==> src/rtl/fetch_unit.sv <==
// -----------------------------------------------------------------------------
// fetch_unit
//   Instruction fetch stage in front of the decoder. Owns the program counter,
//   issues word fetches over a request/grant/response memory handshake with
//   variable latency, buffers returned words with their PCs in a small FIFO and
//   presents them to the decoder over valid/ready. A redirect loads a new PC,
//   empties the FIFO and marks every in-flight response as stale.
//
//   Optional feature macro: FETCH_PERF_CNT_EN adds the stall_cycles counter.
//
// Parameters
//   RESET_PC    first PC fetched after reset (word aligned)
//   FIFO_DEPTH  buffer entries (power of two, >= 2); also the outstanding cap
//
// Ports
//   clk, reset            clock, asynchronous active-high reset
//   imem_req/imem_addr    fetch request and word address (address = fetch PC)
//   imem_gnt              request accepted this cycle
//   imem_rvalid/rdata     in-order response
//   redirect/redirect_pc  control-flow change, low two PC bits ignored
//   instr_valid/ready     decoder handshake
//   instr/instr_pc        head instruction and its address
//   stall_cycles          cycles without a valid instruction (macro only)
// -----------------------------------------------------------------------------
module fetch_unit #(
    parameter logic [31:0] RESET_PC   = 32'h0000_0000,
    parameter int          FIFO_DEPTH = 2
) (
    input  logic        clk,
    input  logic        reset,
    output logic        imem_req,
    output logic [31:0] imem_addr,
    input  logic        imem_gnt,
    input  logic        imem_rvalid,
    input  logic [31:0] imem_rdata,
    input  logic        redirect,
    input  logic [31:0] redirect_pc,
    output logic        instr_valid,
    input  logic        instr_ready,
    output logic [31:0] instr,
    output logic [31:0] instr_pc
`ifdef FETCH_PERF_CNT_EN
    ,
    output logic [31:0] stall_cycles
`endif
);

    localparam int PW = (FIFO_DEPTH > 1) ? $clog2(FIFO_DEPTH) : 1;
    // Wide enough for occupancy + outstanding, both bounded by FIFO_DEPTH.
    localparam int CW = $clog2(FIFO_DEPTH) + 2;

    logic [31:0]   r_fetch_pc;
    logic [31:0]   r_resp_pc;
    logic [CW-1:0] r_outstanding;
    logic [CW-1:0] r_drop_cnt;
    logic [CW-1:0] r_count;
    logic [PW-1:0] r_wr_ptr;
    logic [PW-1:0] r_rd_ptr;
    logic [31:0]   r_word [FIFO_DEPTH];
    logic [31:0]   r_pc   [FIFO_DEPTH];

    logic          w_pop;
    logic          w_grant;
    logic          w_drop;
    logic          w_push;
    logic [31:0]   w_target;
    logic [CW-1:0] w_used;
    logic          w_unused;

    assign w_target  = {redirect_pc[31:2], 2'b00};
    assign w_unused  = ^redirect_pc[1:0];
    assign w_pop     = instr_valid && instr_ready;
    assign w_grant   = imem_req && imem_gnt;
    assign w_drop    = (r_drop_cnt != {CW{1'b0}});
    // A response arriving in the redirect cycle is stale by definition.
    assign w_push    = imem_rvalid && !redirect && !w_drop;
    // Credits: buffered + in flight, minus the entry leaving this cycle.
    assign w_used    = r_count + r_outstanding - CW'(w_pop);

    assign imem_addr   = r_fetch_pc;
    assign instr_valid = (r_count != {CW{1'b0}});
    assign instr       = r_word[r_rd_ptr];
    assign instr_pc    = r_pc[r_rd_ptr];

    // Request generation from the credit rule; suppressed in reset and redirect cycles.
    always_comb begin
        imem_req = 1'b0;
        if (reset) begin
            imem_req = 1'b0;
        end else if (redirect) begin
            imem_req = 1'b0;
        end else begin
            imem_req = (w_used < CW'(FIFO_DEPTH));
        end
    end

    // Program counters for the next request and the next expected response.
    always_ff @(posedge clk or posedge reset) begin
        if (reset) begin
            r_fetch_pc <= RESET_PC;
            r_resp_pc  <= RESET_PC;
        end else if (redirect) begin
            r_fetch_pc <= w_target;
            r_resp_pc  <= w_target;
        end else begin
            if (w_grant) begin
                r_fetch_pc <= r_fetch_pc + 32'd4;
            end
            if (w_push) begin
                r_resp_pc <= r_resp_pc + 32'd4;
            end
        end
    end

    // In-flight request count and the number of stale responses still to discard.
    always_ff @(posedge clk or posedge reset) begin
        if (reset) begin
            r_outstanding <= {CW{1'b0}};
            r_drop_cnt    <= {CW{1'b0}};
        end else begin
            r_outstanding <= r_outstanding + CW'(w_grant) - CW'(imem_rvalid);
            if (redirect) begin
                // Everything in flight becomes stale, except a response landing now.
                r_drop_cnt <= r_drop_cnt + r_outstanding - CW'(imem_rvalid);
            end else if (imem_rvalid && w_drop) begin
                r_drop_cnt <= r_drop_cnt - {{(CW-1){1'b0}}, 1'b1};
            end
        end
    end

    // FIFO pointers and occupancy; a redirect empties the buffer after any pop.
    always_ff @(posedge clk or posedge reset) begin
        if (reset) begin
            r_wr_ptr <= {PW{1'b0}};
            r_rd_ptr <= {PW{1'b0}};
            r_count  <= {CW{1'b0}};
        end else if (redirect) begin
            r_wr_ptr <= {PW{1'b0}};
            r_rd_ptr <= {PW{1'b0}};
            r_count  <= {CW{1'b0}};
        end else begin
            r_wr_ptr <= r_wr_ptr + PW'(w_push);
            r_rd_ptr <= r_rd_ptr + PW'(w_pop);
            r_count  <= r_count + CW'(w_push) - CW'(w_pop);
        end
    end

    // FIFO storage of {word, pc}; cleared on reset so the decoder sees zeros.
    always_ff @(posedge clk or posedge reset) begin
        if (reset) begin
            for (int i = 0; i < FIFO_DEPTH; i++) begin
                r_word[i] <= 32'h0000_0000;
                r_pc[i]   <= 32'h0000_0000;
            end
        end else if (w_push) begin
            r_word[r_wr_ptr] <= imem_rdata;
            r_pc[r_wr_ptr]   <= r_resp_pc;
        end
    end

`ifdef FETCH_PERF_CNT_EN
    logic [31:0] r_stall_cycles;

    // Saturating count of cycles with no instruction offered; survives redirects.
    always_ff @(posedge clk or posedge reset) begin
        if (reset) begin
            r_stall_cycles <= 32'h0000_0000;
        end else if (!instr_valid && (r_stall_cycles != 32'hFFFF_FFFF)) begin
            r_stall_cycles <= r_stall_cycles + 32'd1;
        end
    end

    assign stall_cycles = r_stall_cycles;
`endif

endmodule

==> config.mk <==
export PLATFORM = sky130hd
export DESIGN_NAME = fetch_unit
export DESIGN_NICKNAME = d
export VERILOG_FILES = /design/src/rtl/fetch_unit.sv
export SDC_FILE = /design/constraint.sdc
export NUM_CORES = 1
export LEC_CHECK = 0
export CORE_ASPECT_RATIO = 1.5
export CORE_MARGIN = 2
export CORE_UTILIZATION = 50
export CTS_CLUSTER_SIZE = 20
export DETAILED_ROUTE_END_ITERATION = 7
export PLACE_DENSITY_LB_ADDON = 0.08
export SLEW_MARGIN = 10
export SYNTH_ARGS = -nofsm -noshare
export SYNTH_HDL_FRONTEND = slang
export SYNTH_SLANG_ARGS = --single-unit
==> constraint.sdc <==
create_clock -name clk -period 8 [get_ports clk]
set_clock_uncertainty 0.15 [all_clocks]
set_input_delay 0.8 -clock clk [delete_from_list [all_inputs] [get_ports clk]]
set_output_delay 0.8 -clock clk [all_outputs]
set_load 0.03 [all_outputs]
# After elaboration in Yosys (flattened, before gate mapping)
# Cells that the tools add are included.
# op_classes
n_lt_le_gt_ge,4
n_reduce_logical,13
n_mux,21
bitwise_logic,2
addsub,13
# ops
op,n
$mux W32,11
$bwmux W64,2
$add A32 B3 Y32 const B,2
$demux W32 S1,1
$sub A3 B1 Y3,4
$mux W3,3
$add A3 B1 Y3,2
$add A3 B3 Y3,2
$logic_and A1 B1 Y1,6
$reduce_bool A2 Y1,3
$reduce_bool A3 Y1,2
$ge A2 B2 Y1 const B,2
$mux W1,4
$not A1 Y2,2
$lt A3 B2 Y1 const B,1
$sub A3 B1 Y3 const B,1
$add A1 B1 Y1,2
$logic_not A1 Y1,2
$lt A2 B1 Y1 const B,1
# totals
regBits,203
input_bits,70

# Longest topological paths before layout
# depth
word_depth,9
depth_mapped,15

# Worst setup path after synthesis
# No wires, ideal clock.
# synth_timing
path_kind,reg-to-reg
start,reg r_count[1]
end,reg r_outstanding[2]
required_time_ps,7725
stages_incl_launch_ff,16
setup_ps,125
arrival_ps,3943
setup_slack_ps,3782
period_less_slack_ps,4218
n_path_buf,1
cell_sequence,dfrtp_1 > or3_1 > and2_1 > ha_1 > nand2b_1 > fa_1 > xnor2_1 > xnor2_1 > nand2_1 > buf_2 > ha_1 > inv_1 > ha_1 > fa_1 > xnor2_1 > xnor2_1
# synth_between
elab_chain_cells,9
elab_cells_between_ends,10
classes_between,4 x add/sub; 1 x order compare; 2 x mux; 3 x reduce/logical
# synth_rtl
element,line_no,text
"start, declared",56,logic [CW-1:0] r_count;
"start signal, assigned",136,r_count <= {CW{1'b0}};
"start signal, assigned",140,r_count <= {CW{1'b0}};
"start signal, assigned",144,r_count <= r_count + CW'(w_push) - CW'(w_pop);
$reduce_bool A3 Y1,81,assign instr_valid = (r_count != {CW{1'b0}});
via instr_valid,38,"output logic instr_valid,"
$logic_and A1 B1 Y1,72,assign w_pop = instr_valid && instr_ready;
$sub A3 B1 Y3,78,assign w_used = r_count + r_outstanding - CW'(w_pop);
$lt A3 B2 Y1,93,imem_req = (w_used < CW'(FIFO_DEPTH));
$mux W1,90,end else if (redirect) begin
$mux W1,88,if (reset) begin
$logic_and A1 B1 Y1,73,assign w_grant = imem_req && imem_gnt;
$add A3 B1 Y3,121,r_outstanding <= r_outstanding + CW'(w_grant) - CW'(imem_rvalid);
$sub A3 B1 Y3,121,
"end signal, assigned",118,r_outstanding <= {CW{1'b0}};
"end signal, assigned",121,
"end, declared",54,logic [CW-1:0] r_outstanding;
# The timed path passes the listed nets, and every way through them passes these cells.
# A chain may end at the register's enable or synchronous reset.

# Worst setup path in the final report
# layout_timing
start,reg r_count[1]
end,out imem_req
# layout_between
elab_chain_cells,6
elab_cells_between_ends,7
classes_between,2 x add/sub; 1 x order compare; 2 x mux; 2 x reduce/logical
# layout_rtl
element,line_no,text
"parallel branches: the longest is 2 deep, another holds $add A3 B3 Y3",--,
$sub A3 B1 Y3 (*),78,
$lt A3 B2 Y1 (*),93,
$mux W1 (*),90,
$mux W1 (*),88,
"end, declared",31,"output logic imem_req,"
# Mark *: on every way between the ends.

==> impl_metrics.tcl <==
set metrics [dict create \
    dieArea_um2 20300 \
    power.density_nw_per_um2 362 \
    hpwl_mm 15.3 \
    vias 6743 \
    outcome "completed" \
    antenna_cells 0 \
    drc_errors 0 \
    final_util 0.632 \
    ant_nets 0 \
    grt_pass1_wl_mm 35.5 \
    cts_buffer_depth 2 \
    ctsHoldBuffers 0 \
    hold_path.class "register to register" \
    clkTransAtPathRegs_ns 0.06 \
    crit_arrival_ns 4.02 \
    hold_depth 1 \
    synthCells 783 \
    fin_crit_ns 4.97 \
    wirelength_mm 21.9 \
    core_area_um2 18900 \
    die_w_um 117 \
    grt_overflow_total 0 \
    drv_slew 0 \
    synth_cell_types 52 \
    ys_async_sr_fraction 1.00 \
    vias_per_cell 5.63 \
    hold_viol 0 \
    period_share 0.621 \
    drtIter0Drc 355 \
    synth_area_um2 9560 \
    end_kind "primary output" \
    maxCapViolCount 0 \
    tns_ns 0 \
    yosysWarningCount 0 \
    synth_common_cells "197 x mux2_2, 195 x dfrtp_1, 49 x nand2_1, 35 x o21ai_0, 33 x xnor2_1" \
    crit_fanout 7 \
    area_growth_pct 25.2 \
    htree_levels 4 \
    die_y_um 173 \
    cts_resized 0 \
    synth_area_per_cell_um2 12.2 \
    cp.required_ns 7.05 \
    post_drt_wl_per_cell_um 18.3 \
    max_freq_ghz 0.201 \
    initial_core_util 0.505 \
    final_nets 1018 \
    worstRegToRegCells 14 \
    place_congestion 0.971 \
    drive_gt1_frac 0.265 \
    synth.most_common_cell "mux2_2" \
    crit_type "register to primary output" \
    yosysTopAreaCellShare 0.510 \
    clk_latency_ns 0.42 \
    grt_max_degree 71 \
    cts_tree "done" \
    vdd_ir_drop_max_mv 0.298 \
    first_pass_iters 5 \
    leakagePower_nw 5.10 \
    first_global_vias 7099 \
    synth_top_flop_cell "dfrtp_1" \
    synthTopCellsByArea "dfrtp_1 51%, mux2_2 23%, xnor2_1 3.0%" \
    tightest_slew_ns 1.19 \
    synth-seq-area-share 0.510 \
    antenna_found_initial 0 \
    rsz0062_at_grt "no" \
    postCtsSetupBuffers 0 \
    ys_seq_elements 195 \
    rows 62 \
    start_kind "register" \
    setup_viol 0 \
    numCtsBuffers 17 \
    timing.slew.headroom 0.196 \
    synth.largest_area_cell "dfrtp_1" \
    boundaryPins 168 \
    grtUsageTotal 0.223 \
    portBuffers 161 \
    numClockSinks 195 \
    synth-edff-count 0 \
    root_buffer "clkbuf_16" \
]
## per-stage QoR
step / power (mW) / instances / setup WS, ns / hold slack, ns / instance area (um^2)
finish: 4.33 / 1197 / 3.03 / 0.354 / 12000
global route: 4.58 / 1197 / 2.89 / 0.365 / 12000
CTS: 4.38 / 1197 / 3.04 / 0.356 / 12000
detailed placement: 3.50 / 1166 / 2.84 / 0.340 / 11400
global placement: 3.43 / 1166 / 2.85 / 0.333 / 11400
floorplan: 2.79 / 786 / 1.74 / 0.318 / 9570
## cells in the final DEF (no fill, tap or decap), types with 4 or more instances in the layout
| master | n |
|---|---|
| xor2_1 | 15 |
| nand3_1 | 21 |
| a21oi_1 | 6 |
| ha_1 | 13 |
| nand4_1 | 19 |
| conb_1 | 4 |
| nand2_1 | 49 |
| clkdlybuf4s50_1 | 161 |
| o41ai_1 | 4 |
| xnor2_1 | 33 |
| nor3_1 | 13 |
| inv_1 | 24 |
| mux2_2 | 197 |
| and4_1 | 5 |
| o311ai_0 | 12 |
| and3_1 | 6 |
| dfrtp_1 | 194 |
| o211ai_1 | 6 |
| o21ai_0 | 35 |
| fa_1 | 4 |
| clkbuf_16 | 17 |
| o31ai_1 | 6 |
| buf_4 | 6 |
| a21o_1 | 10 |
| nor4_1 | 12 |
| nor2_1 | 16 |
## report_power, final
part           total [mW]  internal (mW)  switching (mW)
logic                2.00          0.938            1.06
registers            1.47           1.28           0.191
clock network       0.868          0.501           0.367
## layout make-up
type / count / area, um^2
well taps: 256 / 320
multi-input cells: 522 / 4410
inverters: 26 / 103
clock buffers: 19 / 443
flip-flops and latches: 195 / 4880
fillers: 1609 / 6960
repair buffers: 167 / 1660
clock inverters: 12 / 155
## worst max-delay path, cell delays in order, from the launching register on
cell,delay [ns]
dfrtp_1,0.41
or3_1,0.39
and2_1,0.21
ha_1,0.28
nand2b_1,0.16
fa_1,0.38
xnor2_1,0.17
xnor2_1,0.51
and3_1,0.38
clkdlybuf4s50_1,0.71
## metal layers
| metal | GRT usage | up-vias | wire [um] |
|---|---|---|---|
| li1 | - | 3112 | - |
| met1 | 0.274 | 3390 | 8960 |
| met2 | 0.385 | 205 | 11300 |
| met3 | 0.0371 | 36 | 964 |
| met4 | 0.0902 | 0 | 646 |
| met5 | 0 | - | 0 |
## flip-flops by register name, indices dropped and copies added (netlist names)
signal / flops
imem_addr: 30
r_count: 3
r_drop_cnt: 3
r_outstanding: 3
r_pc: 60
r_rd_ptr: 1
r_resp_pc: 30
r_word: 64
r_wr_ptr: 1
## path summary, 6_finish.rpt
kind,start,to,slack [ns]
setup reg to reg,r_count[1],r_outstanding[2],3.18
max in group asynchronous,reset,r_pc[5],5.66
hold / removal,r_pc[50],r_pc[50],0.35
setup / recovery,r_count[1],imem_req,3.03
min in group asynchronous,reset,imem_addr[17],0.67
hold reg to reg,r_pc[50],r_pc[50],0.35
## cells by family (layout without fill, tap and decap cells)
group,after synthesis,after routing,share of synthesized area
AOI/OAI and AO/OA,86,86,0.0591
other,1,4,0.000392
buffers and inverters,69,224,0.0302
muxes,199,199,0.234
DFF,195,195,0.510
and+or+nand+nor,166,166,0.0938
adders and majority gates,19,19,0.0280
xor gates and xnor gates,48,48,0.0440
No activity file was read; power rests on OpenSTA's default activity.
